===== config.mk =====
export PLATFORM = sky130hd
export DESIGN_NAME = uart_apb_bridge
export DESIGN_NICKNAME = d
export VERILOG_FILES = /design/src/rtl/uart_apb_bridge.sv
export SDC_FILE = /design/constraint.sdc
export NUM_CORES = 1
export LEC_CHECK = 0
export ABC_AREA = 1
export CAP_MARGIN = 20
export CORE_MARGIN = 2
export CORE_UTILIZATION = 28
export DETAILED_ROUTE_END_ITERATION = 8
export HOLD_SLACK_MARGIN = 0.03
export PLACE_DENSITY_LB_ADDON = 0.2
export SLEW_MARGIN = 20
export SYNTH_ARGS = -nofsm -noshare
export SYNTH_HDL_FRONTEND = slang
export SYNTH_SLANG_ARGS = --single-unit

===== constraint.sdc =====
create_clock -name clk_i -period 1.25 [get_ports clk_i]
set_input_delay 0.125 -clock clk_i [delete_from_list [all_inputs] [get_ports clk_i]]
set_output_delay 0.125 -clock clk_i [all_outputs]
set_load 0.01 [all_outputs]

===== src/rtl/uart_apb_bridge.sv =====
// APB3 completer that maps APB transfers onto the UART's single-cycle register-file port.
// Writes finish with zero wait states; reads take one wait state; illegal accesses return PSLVERR.
module uart_apb_bridge #(
    parameter int unsigned PADDR_W    = 12,
    parameter int unsigned NUM_REGS   = 8,
    parameter logic [4:0]  IDLE_RADDR = 5'h1F
) (
    input  logic               clk_i,
    input  logic               reset_i,
    input  logic               psel_i,
    input  logic               penable_i,
    input  logic               pwrite_i,
    input  logic [PADDR_W-1:0] paddr_i,
    input  logic [31:0]        pwdata_i,
    input  logic [3:0]         pstrb_i,
    output logic               pready_o,
    output logic [31:0]        prdata_o,
    output logic               pslverr_o,
    output logic               reg_we_o,
    output logic [4:0]         reg_waddr_o,
    output logic [31:0]        reg_wdata_o,
    output logic [4:0]         reg_raddr_o,
    input  logic [31:0]        reg_rdata_i
);

    typedef enum logic {
        IDLE,
        RD_RESP
    } state_t;

    state_t state, state_next;

    logic       access;
    logic       aligned;
    logic       upper_zero;
    logic       in_range;
    logic       strb_ok;
    logic       legal;
    logic [4:0] idx;

    assign idx        = paddr_i[6:2];
    assign access     = psel_i & penable_i;
    assign aligned    = (paddr_i[1:0] == 2'b00);
    assign upper_zero = (paddr_i[PADDR_W-1:7] == '0);
    assign in_range   = (32'(idx) < NUM_REGS);
    assign strb_ok    = !pwrite_i || (pstrb_i == 4'hF);
    assign legal      = aligned & upper_zero & in_range & strb_ok;

    always_ff @(posedge clk_i) begin
        if (reset_i) begin
            state    <= IDLE;
            prdata_o <= '0;
        end else begin
            state <= state_next;
            // Capture on the single read-strobe cycle; illegal reads clear the data bus.
            if (state == IDLE && access && !pwrite_i) begin
                prdata_o <= legal ? reg_rdata_i : '0;
            end
        end
    end

    always_comb begin
        state_next  = state;
        pready_o    = 1'b0;
        pslverr_o   = 1'b0;
        reg_we_o    = 1'b0;
        reg_waddr_o = '0;
        reg_wdata_o = '0;
        reg_raddr_o = IDLE_RADDR;

        // Strobes are suppressed while reset is held so nothing reaches the register file.
        if (!reset_i) begin
            unique case (state)
                IDLE: begin
                    if (access) begin
                        if (!legal) begin
                            pready_o  = 1'b1;
                            pslverr_o = 1'b1;
                        end else if (pwrite_i) begin
                            reg_we_o    = 1'b1;
                            reg_waddr_o = idx;
                            reg_wdata_o = pwdata_i;
                            pready_o    = 1'b1;
                        end else begin
                            reg_raddr_o = idx;
                            state_next  = RD_RESP;
                        end
                    end
                end
                RD_RESP: begin
                    pready_o   = 1'b1;
                    state_next = IDLE;
                end
                default: state_next = IDLE;
            endcase
        end
    end

endmodule


==> results_dict.tcl <==
set metrics [dict create \
    floorplan.initialDensity_pct 28.9 \
    routabilityCongestion 0.780 \
    final_util_pct 65.5 \
    ys_ff_latch 33 \
    drcViolationCount 0 \
    vias_per_cell 4.58 \
    worstPathCellList "nor3_2 -> buf_4 -> nand4_4 -> buf_12 -> buf_12 -> nor2_1 -> buf_2" \
    p_leak_nw 1.90 \
    nNetsFinal 526 \
    die_area_mm2 0.00717 \
    final_max_slew_viol_count 0 \
    hold_viol 0 \
    clk_path_buf_depth 2 \
    clock_latency_ns 0.27 \
    r2r_setup_slack_ns 0.02 \
    rsz0062_at_grt "yes" \
    drtAntennaViolNets 0 \
    syn_avg_cell_area_um2 7.18 \
    cp.arrival_ns 1.51 \
    htreeDepth 2 \
    drt_iter0_markers 58 \
    timing.rr.start "state$_SDFF_PP0_" \
    cts_root_buf "clkbuf_8" \
    violations "negative setup slack" \
    required_ns 1.12 \
    dp_hpwl_um 4810 \
    max_freq_mhz 610 \
    pin_count 162 \
    grt_pass1_wl_um 10300 \
    yosysTopAreaCellShare_pct 36.2 \
    hold_class "input port to register" \
    cp_slowest_cell "dfxtp_2" \
    path_max_fanout 7 \
    fin_crit_sh_pct 131 \
    cts_made_buffers 5 \
    final_cells 518 \
    synthesis.area_mm2 0.00182 \
    synth_edf_count 0 \
    synth_cells 254 \
    crit_start "state$_SDFF_PP0_" \
    synth_ff_type "dfxtp_1" \
    yosysMostFrequentCell "inv_1" \
    cap_violations 0 \
    netlist_top_cells_count "46 x inv_1, 34 x a21oi_1, 34 x nand3_1" \
    die_height_um 84.7 \
    status "complete, but fails checks" \
    worstSetupStartpointType "register" \
    drt_wl_total_um 6990 \
    p_per_area_mw_per_mm2 615 \
    max_stage_delay_ns 0.32 \
    end_kind "output port" \
    area_delta_synth_final_pct 127 \
    drive_gt1_share_pct 36.3 \
    synthDistinctLibCells 20 \
    antenna_cells 0 \
    vias 2373 \
    cp-endpoint "reg_wdata_o[28]" \
    grt_max_degree 35 \
    synth.area.top_cells "dfxtp_1 36%, inv_1 9.5%, a21oi_1 9.3%, nand3_1 9.3%, o21ai_1 7.7%" \
    rr_worst_depth 6 \
    detail_route.wl_per_cell_um 13.5 \
    clock_skew_ns 0.00158 \
    place_ws_ns -0.864 \
    clk_pin_slew_worst_paths_ns 0.06 \
    globalRouteTotalUtil_pct 17.6 \
    synth.yosys.seq_area_share_pct 36.2 \
    timing.hold.ws_ns 0.353 \
    critPathMostFrequentCell "buf_12" \
    placed_cells 487 \
    period_minus_slack_ns 1.64 \
    core.rowCount 29 \
    path_class "register to output port" \
    die_x_um 84.7 \
    cts_tree "yes" \
    yosysWarnings 0 \
    portBuffers 159 \
    setup-violations-final 42 \
    grt_pass1_vias 2291 \
    timing.rr.end "prdata_o[22]$_SDFFE_PP0P_" \
    layout_setup_ws_ns -0.389 \
    ys_async_sr_fraction_pct 0 \
    overflow 0 \
    cts_sinks 33 \
    antenna_found_initial 0 \
    core_mm2 0.00631 \
    firstDrtPassIters 4 \
    vdd_drop_max_v 0.000585 \
    yosysTopAreaCell "dfxtp_1" \
]
cell type report:
class	instances	area, um^2
Multi-Input combinational cell	156	1070
Inverter	46	183
Fill cell	566	2180
Sequential cell	33	662
Clock buffer	7	86.3
Tap cell	77	96.3
Timing Repair Buffer	199	2040
worst min path at each step:
stage | depth (start not counted) | to | startpoint | slack [ns]
5_1_grt | 7 | state$_SDFF_PP0_ | paddr_i[11] | 0.36
4_1_cts | 3 | prdata_o[24]$_SDFFE_PP0P_ | reg_rdata_i[24] | 0.41
2_1_floorplan | 2 | prdata_o[12]$_SDFFE_PP0P_ | reg_rdata_i[12] | 0.28
3_5_place_dp | 2 | prdata_o[1]$_SDFFE_PP0P_ | prdata_o[1]$_SDFFE_PP0P_ | 0.50
3_3_place_gp | 2 | prdata_o[17]$_SDFFE_PP0P_ | prdata_o[17]$_SDFFE_PP0P_ | 0.50
6_report | 7 | state$_SDFF_PP0_ | paddr_i[9] | 0.35
registers in the layout (all words and copies together), names as in the netlist:
register	count
prdata_o	32
state	1
repair_timing:
action,in CTS,in global routing
pin swaps,15,13
cloned,2,5
resized for setup,274,90
setup buffers,17,4
hold buffers,0,0
setup endpoints to repair,107,75
cells by family (layout without fill, tap and decap cells):
logic type	after synthesis	after routing	share of synthesized area [%]
AND/OR/NAND/NOR	88	88	29.2
buffers and inverters	66	252	16.3
flip-flops	33	33	36.2
other	1	2	0.206
AO/OA/AOI/OAI	66	66	18.1
worst max-delay path, delay by kind of cell, from the launching register on:
kind	cells	cell delay (ns)
buf+inv	4	0.60
flops	1	0.32
simple gates	3	0.32
cells in the final DEF (no fill, tap or decap), types with 6 or more instances in the layout:
cell	instances
a21oi_1	32
buf_12	7
buf_2	16
buf_4	10
buf_6	41
clkbuf_2	8
clkbuf_8	6
clkdlybuf4s50_1	67
dfxtp_1	32
dlygate4sd2_1	39
inv_1	42
nand3_1	32
nor2_2	8
nor2_4	32
o21ai_1	28
per-layer routing:
layer	up-vias	GRT usage, %	routed length (um)
met3	12	5.31	599
met1	1074	18.5	2490
met4	0	5.92	133
met5	-	0	0
li1	1182	-	-
met2	105	33.3	3770
metrics by stage:
stage	power, W	cell area [um^2]	TNS (ns)
3_5_place_dp	0.00174	3570	-50.81
3_3_place_gp	0.00174	3570	-51.70
2_1_floorplan	0.00133	1830	0
4_1_cts	0.00250	3800	-14.83
5_1_grt	0.00270	4140	-18.70
6_report	0.00254	4140	-13.11
power by group:
part           total [W]  internal [W]  switching, W
Combinational   0.000639      0.000377      0.000262
Clock           0.000780      0.000436      0.000344
Sequential       0.00112       0.00110     0.0000239
Power figures use the tool's default switching activity.
